$ cat src/rtl/mmio_timer_if.sv
// CPU MEM-stage load/store bus between the pipeline (master) and the timer peripheral (slave).
interface mmio_timer_if;
    logic        MemRead;
    logic        MemWrite;
    logic [31:0] address;
    logic [31:0] write_data;
    logic [31:0] read_data;
    logic        hit;
    logic        irq;

    modport master (
        output MemRead, MemWrite, address, write_data,
        input  read_data, hit, irq
    );

    modport slave (
        input  MemRead, MemWrite, address, write_data,
        output read_data, hit, irq
    );
endinterface

$ cat src/rtl/mmio_timer.sv
// Memory-mapped reloadable 32-bit up-counter with prescaler and level interrupt.
// Optional macro TIMER_SYSTICK_EN adds a read-only free-running cycle counter at offset 0xC.
module mmio_timer #(
    parameter logic [31:0] BASE_ADDR = 32'h4000_0000,
    parameter int unsigned PRESCALE  = 1
) (
    input  logic        clk,
    input  logic        reset,
    mmio_timer_if.slave bus
);
    localparam int unsigned PW = (PRESCALE > 1) ? $clog2(PRESCALE) : 1;
    localparam logic [PW-1:0] PRE_MAX = PW'(PRESCALE - 1);

    logic [31:0]   r_th;
    logic [31:0]   r_tl;
    logic          r_en;
    logic          r_ie;
    logic          r_if;
    logic          r_irq;
    logic [PW-1:0] r_pre;

    logic          w_hit;
    logic          w_wr;
    logic [1:0]    w_off;
    logic          w_tick;
    logic          w_ovf;
    logic [31:0]   w_th_next;
    logic [31:0]   w_tl_next;
    logic          w_en_next;
    logic          w_ie_next;
    logic          w_if_next;
    logic [31:0]   w_systick;
    logic [31:0]   w_reg_sel;

    assign w_hit  = (bus.address & ~32'hF) == BASE_ADDR;
    assign w_off  = bus.address[3:2];
    assign w_wr   = bus.MemWrite & w_hit;
    assign w_tick = r_en & (r_pre == PRE_MAX);
    assign w_ovf  = w_tick & (r_tl == 32'hFFFF_FFFF);

    // CPU writes override the tick on TL; an overflow set of IF beats a W1C clear.
    always_comb begin
        w_th_next = r_th;
        w_tl_next = r_tl;
        w_en_next = r_en;
        w_ie_next = r_ie;
        w_if_next = r_if;
        if (w_tick) begin
            w_tl_next = w_ovf ? r_th : r_tl + 32'd1;
        end
        if (w_wr) begin
            case (w_off)
                2'd0: w_th_next = bus.write_data;
                2'd1: w_tl_next = bus.write_data;
                2'd2: begin
                    w_en_next = bus.write_data[0];
                    w_ie_next = bus.write_data[1];
                    if (bus.write_data[2]) begin
                        w_if_next = 1'b0;
                    end
                end
                default: ;
            endcase
        end
        if (w_ovf & r_ie) begin
            w_if_next = 1'b1;
        end
    end

    always_ff @(posedge clk) begin
        if (reset) begin
            r_th  <= 32'h0;
            r_tl  <= 32'h0;
            r_en  <= 1'b0;
            r_ie  <= 1'b0;
            r_if  <= 1'b0;
            r_irq <= 1'b0;
        end else begin
            r_th  <= w_th_next;
            r_tl  <= w_tl_next;
            r_en  <= w_en_next;
            r_ie  <= w_ie_next;
            r_if  <= w_if_next;
            r_irq <= w_if_next & w_ie_next;
        end
    end

    // Prescaler parks at 0 while disabled so re-enabling always gives a full period.
    always_ff @(posedge clk) begin
        if (reset || !r_en || w_tick) begin
            r_pre <= '0;
        end else begin
            r_pre <= r_pre + PW'(1);
        end
    end

`ifdef TIMER_SYSTICK_EN
    logic [31:0] r_systick;

    always_ff @(posedge clk) begin
        if (reset) begin
            r_systick <= 32'h0;
        end else begin
            r_systick <= r_systick + 32'd1;
        end
    end

    assign w_systick = r_systick;
`else
    assign w_systick = 32'h0;
`endif

    always_comb begin
        w_reg_sel = 32'h0;
        case (w_off)
            2'd0: w_reg_sel = r_th;
            2'd1: w_reg_sel = r_tl;
            2'd2: w_reg_sel = {29'h0, r_if, r_ie, r_en};
            default: w_reg_sel = w_systick;
        endcase
    end

    assign bus.read_data = (bus.MemRead & w_hit) ? w_reg_sel : 32'h0;
    assign bus.hit       = w_hit;
    assign bus.irq       = r_irq;
endmodule

$ cat src/flat_wrapper.sv
// flat-port wrapper written by rule: the top's interface ports become plain ports
module mmio_timer_flat 
#(
    parameter logic [31:0] BASE_ADDR = 32'h4000_0000,
    parameter int unsigned PRESCALE  = 1
)
  (clk, reset, bus_MemRead, bus_MemWrite, bus_address, bus_write_data, bus_read_data, bus_hit, bus_irq);
  mmio_timer_if bus_i ();
  input  logic clk;
  input  logic reset;
  input wire logic [$bits(bus_i.MemRead)-1:0] bus_MemRead;
  input wire logic [$bits(bus_i.MemWrite)-1:0] bus_MemWrite;
  input wire logic [$bits(bus_i.address)-1:0] bus_address;
  input wire logic [$bits(bus_i.write_data)-1:0] bus_write_data;
  output wire logic [$bits(bus_i.read_data)-1:0] bus_read_data;
  output wire logic [$bits(bus_i.hit)-1:0] bus_hit;
  output wire logic [$bits(bus_i.irq)-1:0] bus_irq;
  assign bus_i.MemRead = bus_MemRead;
  assign bus_i.MemWrite = bus_MemWrite;
  assign bus_i.address = bus_address;
  assign bus_i.write_data = bus_write_data;
  assign bus_read_data = bus_i.read_data;
  assign bus_hit = bus_i.hit;
  assign bus_irq = bus_i.irq;
  mmio_timer #(.BASE_ADDR(BASE_ADDR), .PRESCALE(PRESCALE)) u_core (.clk(clk), .reset(reset), .bus(bus_i));
endmodule
$ cat config.mk
export PLATFORM = sky130hd
export DESIGN_NAME = mmio_timer_flat
export DESIGN_NICKNAME = d
export VERILOG_FILES = /design/src/rtl/mmio_timer_if.sv /design/src/rtl/mmio_timer.sv /design/src/flat_wrapper.sv
export SDC_FILE = /design/constraint.sdc
export NUM_CORES = 1
export LEC_CHECK = 0
export ABC_CLOCK_PERIOD_IN_PS = 2500
export CAP_MARGIN = 5
export CORE_ASPECT_RATIO = 0.9
export CORE_MARGIN = 2
export CORE_UTILIZATION = 45
export CTS_BUF_LIST = sky130_fd_sc_hd__clkbuf_4 sky130_fd_sc_hd__clkbuf_8 sky130_fd_sc_hd__clkbuf_16
export DETAILED_ROUTE_END_ITERATION = 8
export PLACE_DENSITY = 0.76
export SETUP_SLACK_MARGIN = 0.1
export SLEW_MARGIN = 10
export SYNTH_ARGS = -nofsm -noshare
export SYNTH_HDL_FRONTEND = slang
export SYNTH_SLANG_ARGS = --single-unit
$ cat constraint.sdc
create_clock -name clk -period 2.5 [get_ports clk]
set_input_delay 0.5 -clock clk [delete_from_list [all_inputs] [get_ports clk]]
set_output_delay 0.5 -clock clk [all_outputs]
set_load 0.005 [all_outputs]
Word-level counts from Yosys, hierarchy flattened
Cells that the tools add are included.
{ "word_totals": {"ff_bits": 69, "wordCells": 38, "output_inout_bits": 34, "input_bits": 68} }
{ "op_classes": {"bitwise": 7, "mux": 12, "n_addsub": 2, "n_reduce_logical": 6, "n_eq_ne": 4} }
{ "op_table": {"columns": ["cell", "count"], "rows": [
  ["$mux W32", 5],
  ["$pmux W32 S3", 1],
  ["$add A32 B1 Y32 const B", 1],
  ["$eq A32 B32 Y1 const B", 1],
  ["$eq A28 B27 Y1 const B", 1],
  ["$and A1 B1 Y1", 6],
  ["$mux W1", 6],
  ["$reduce_and A2 Y1", 2],
  ["$eq A2 B1 Y1 const B", 1],
  ["$eq A2 B2 Y1 const B", 1],
  ["$logic_not A2 Y1", 1],
  ["$logic_or A1 B1 Y1", 2],
  ["$add A1 B1 Y1 const B", 1],
  ["$logic_not A1 Y1", 1],
  ["$not A1 Y1", 1]
]} }

Logic depth before layout (Yosys ltp)
{ "logic_depth": {"word_depth": 7, "ltp_mapped": 8, "depth_no_buf": 6} }

Least setup slack after synthesis
No wires, ideal clock.
{ "synth_timing": {"kind": "input to output", "startpoint": "in bus_address[27]", "endpoint": "out bus_read_data[21]", "slack_ns": -0.215, "arrival_ns": 2.215, "required_time_ns": 2.000, "n_path_buf": 2, "path_stages": 7, "path_cell_list": "or4_1 > nor3_1 > and2_1 > nand3b_1 > buf_2 > buf_2 > nor2_1"} }
{ "synth_via": {"elab_chain_len": 3} }
{ "synth_lines": {"columns": ["element", "line", "text"], "rows": [
  ["start: declaration", "flat_wrapper.sv:13", "input wire logic [$bits(bus_i.address)-1:0] bus_address;"],
  ["$eq A28 B27 Y1", "mmio_timer.sv:35", "assign w_hit = (bus.address & ~32'hF) == BASE_ADDR;"],
  ["net bus_hit", "flat_wrapper.sv:16", "output wire logic [$bits(bus_i.hit)-1:0] bus_hit;"],
  ["$and A1 B1 Y1", "mmio_timer.sv:123", "assign bus.read_data = (bus.MemRead & w_hit) ? w_reg_sel : 32'h0;"],
  ["$mux W32", "mmio_timer.sv:123", null],
  ["end: declaration", "flat_wrapper.sv:15", "output wire logic [$bits(bus_i.read_data)-1:0] bus_read_data;"]
]} }
The timed path passes the listed nets, and every way through them passes these cells.

Final worst setup path
{ "layout_timing": {"startpoint": "in bus_address[26]", "endpoint": "out bus_read_data[12]"} }
{ "layout_via": {"elab_chain_len": 3} }
{ "layout_lines": {"columns": ["element", "line"], "rows": [
  ["$eq A28 B27 Y1", "mmio_timer.sv:35"],
  ["$and A1 B1 Y1", "mmio_timer.sv:123"],
  ["$mux W32", "mmio_timer.sv:123"]
]} }
No other way between the ends.

==> flow_summary.yaml <==
global_route:
  grt_pass1_wl_mm: 25.3
  antenna_found_initial: 0
  grt_overflow: 0
  grt_pass1_vias: 5135
  grt_max_degree: 34
  grt_util_all_layers_pct: 29.8
logic_synthesis:
  synth.top_cell.area_share_pct: 30.7
  syn-cell-area_mm2: 0.00450
  synthTopCellsByCount: "nand2_1 (103), dfxtp_1 (69), nor2_1 (64)"
  syn_nets: 657
  syn_avg_cell_area_um2: 7.65
  synth_seq_area_share_pct: 30.7
  synth_edf_count: 0
  synth-xor-area-share_pct: 1.56
  async_flop_share_pct: 0
  synth.most_common_cell: "nand2_1"
  ys_top_cells_by_area: "dfxtp_1 (31%), nand2_1 (8.6%), mux2i_1 (7.8%)"
  synth_cell_types: 68
  synth_fa_ha_area_share_pct: 0.278
  synth_top_area_cell: "dfxtp_1"
  ys_seq_elements: 69
  ys_warn_count: 0
  synth.area.mux_share_pct: 8.79
  synth_top_family_by_area: "simple AND/OR/NAND/NOR gates"
  synth-compound-area-share_pct: 21.0
  synth_cells: 588
  synth-simple-area-share_pct: 31.4
  synth_ff_type: "dfxtp_1"
timing:
  max_freq_ghz: 0.380
  fin_crit_sh_pct: 105
  slew_violations: 0
  fin_worst_skew_ps: 7.57
  period_minus_slack_ps: 2630
  worst_slew_pin_slew_ps: 537
  finalWorstSetupSlack_ps: -128
  timing.slew.headroom_pct: 64.2
  finalSetupViolCount: 29
  finalHoldViolations: 0
  rsz0062_at_grt: "yes"
floorplanning:
  chipWidth_um: 109
  core_area_mm2: 0.00970
  dieHeight_um: 98.8
  initial_core_util_pct: 46.4
  rows: 34
  ioPinCount: 102
  die-area_mm2: 0.0108
power:
  p_seq_share_pct: 44.2
  power_frac_clock_pct: 47.7
  p_leak_nw: 2.53
  internal_power_mw: 1.94
  cellPowerDensity_mw_per_mm2: 384
  combPwrFrac_pct: 8.2
  swShare_pct: 22.6
  power_switching_mw: 0.565
  ir_worst_vdd_mv: 0.268
clock_network:
  cts_sinks: 69
  clockBufferDepth: 2
  clock_latency_ps: 370
  htree_levels: 3
  cts_root_buf: "clkbuf_8"
  clk_pin_slew_ps: 80
  cts_buffers: 9
  cts_tree: "built"
min_path:
  whs_endpoint: "u_core.r_th[9]"
  worstHoldStart: "u_core.r_th[9]"
  hold_path_depth: 2
  hold_path_class: "flip-flop to flip-flop"
detailed_routing:
  viasPerCell: 6.01
  ant_nets: 0
  wirelength_mm: 16.0
  via_count: 5220
  wire_per_inst_um: 18.5
  drt_pre_antenna_iters: 5
  remaining_drc_errors: 0
  drt_iter0_markers: 450
final_layout:
  areaGrowthSynthToFinish_pct: 44.9
  fin_util_pct: 67.2
  num_antenna_cells: 0
  multi_input_area_mm2: 0.00312
  fill_cells: 808
  nets: 806
  drive_gt1_share_pct: 28.4
  ff_latch_area_mm2: 0.00138
setup_path:
  r2r_cells: 6
  timing.rr.start: "u_core.r_tl[17]"
  start_kind: "primary input"
  path_class: "primary input to output port"
  critPathArrivalTime_ps: 2130
  r2r_end: "u_core.r_tl[15]"
  cp_max_fo: 7
  worstSetupEndpointType: "output port"
  cp.required_ps: 2000
  reg2reg_slack_ps: 240
placement:
  place_ws_ps: -945
  gp_congestion: 0.903
  numPortBuffers: 99
  hpwlAfterDp_mm: 11.0
run_status:
  outcome: "finished, violations left"
  violations: "setup timing"
run:
  cap_violations: 0
[how the worst max path moves through the flow]
stage / startpoint / endpoint / slack, ps / cells past startpoint
2_1_floorplan: bus_address[28] / bus_read_data[21] / 20 / 7
3_3_place_gp: bus_address[28] / bus_read_data[20] / -860 / 8
3_5_place_dp: bus_address[28] / bus_read_data[12] / -940 / 8
4_1_cts: bus_address[22] / bus_read_data[28] / -260 / 10
5_1_grt: bus_address[26] / bus_read_data[25] / -180 / 9
6_report: bus_address[26] / bus_read_data[12] / -130 / 9
[layer usage]
layer  vias to the layer above  share of wire, %  GRT usage (%)  routed length [µm]
met1                      2468                41           36.9                6580
met4                         0               2.0           9.35                 317
met5                         -                 0              0                   0
met3                        39               9.4           7.94                1510
li1                       2454                 -              -                   -
met2                       259                48           50.1                7650
[power by group through the flow]
stage,clock network (mW),logic (mW),registers (mW)
2_1_floorplan,0,0.0636,1.13
3_3_place_gp,0,0.198,1.13
3_5_place_dp,0,0.202,1.13
4_1_cts,1.19,0.197,1.10
5_1_grt,1.24,0.216,1.10
6_report,1.19,0.204,1.10
[per-stage QoR]
step	area (µm²)	setup TNS, ps	cells	hold WS [ps]	total power, mW
4_1_cts	6410	-4380	867	472	2.49
3_3_place_gp	6060	-36540	833	454	1.33
3_5_place_dp	6060	-40450	833	460	1.33
5_1_grt	6520	-4260	868	490	2.56
6_report	6520	-2700	868	472	2.50
2_1_floorplan	4610	0	588	439	1.19
[sequential cells by signal, summed over array words and instances (netlist names)]
signal and cells:
u_core.r_if 1, u_core.r_th 32, u_core.r_tl 32, u_core.bus.irq 1
u_core.r_pre 1, u_core.r_ie 1, u_core.r_en 1
[placed cells by master (no fill, tap or decap), types with 5 or more instances in the layout]
cell | netlist | routed
nand2_1 | 103 | 102
buf_4 | 4 | 69
dfxtp_1 | 69 | 69
a21oi_1 | 52 | 52
clkdlybuf4s50_1 | 0 | 37
nor2_1 | 64 | 36
mux2i_1 | 35 | 35
buf_2 | 12 | 35
nand3_1 | 22 | 22
nor2_4 | 0 | 21
o21ai_0 | 17 | 17
nor3_1 | 15 | 14
dlygate4sd2_1 | 0 | 13
o31ai_1 | 12 | 12
nand4_1 | 11 | 11
clkbuf_8 | 3 | 11
and3_1 | 10 | 10
buf_12 | 0 | 10
nor4_1 | 12 | 9
a31oi_1 | 8 | 8
buf_6 | 3 | 8
nor2_2 | 0 | 7
and2_1 | 8 | 7
and4_1 | 8 | 7
a211oi_1 | 6 | 6
a41oi_1 | 6 | 6
xor2_1 | 5 | 5
inv_1 | 5 | 5
o211ai_1 | 5 | 5
clkdlybuf4s15_1 | 0 | 5
clkbuf_2 | 1 | 5
[logic make-up after synthesis]
logic type                 after synthesis
and+or+nand+nor                        279
AOI/OAI and AO/OA                      140
DFF                                     69
buffers and inverters                   51
muxes                                   39
xor gates and xnor gates                 8
adders and majority gates                1
other                                    1
[worst max-delay path, cell delays in order]
cell and delay, ps:
clkbuf_2 80, or4_4 540, nor3_4 200, and2_4 170, nand3b_1 100, buf_8 170
buf_12 150, nor2_4 90, buf_2 120
[repair_timing]
action	in CTS	in global routing
hold buffers	0	0
gates cloned	4	1
endpoints found under the hold margin	0	0
pin swaps	33	14
resized for setup	199	40
endpoints found under the setup margin	59	43
setup buffers	14	4
[cell type report]
type                            count  area share [%]
Clock buffer                       11            2.32
Timing Repair Buffer              184            24.3
Inverter                            5           0.288
Tap cell                          126            2.42
Sequential cell                    69            21.2
Multi-Input combinational cell    468            47.9
Clock inverter                      5            1.63
No activity file was read; power rests on OpenSTA's default activity.
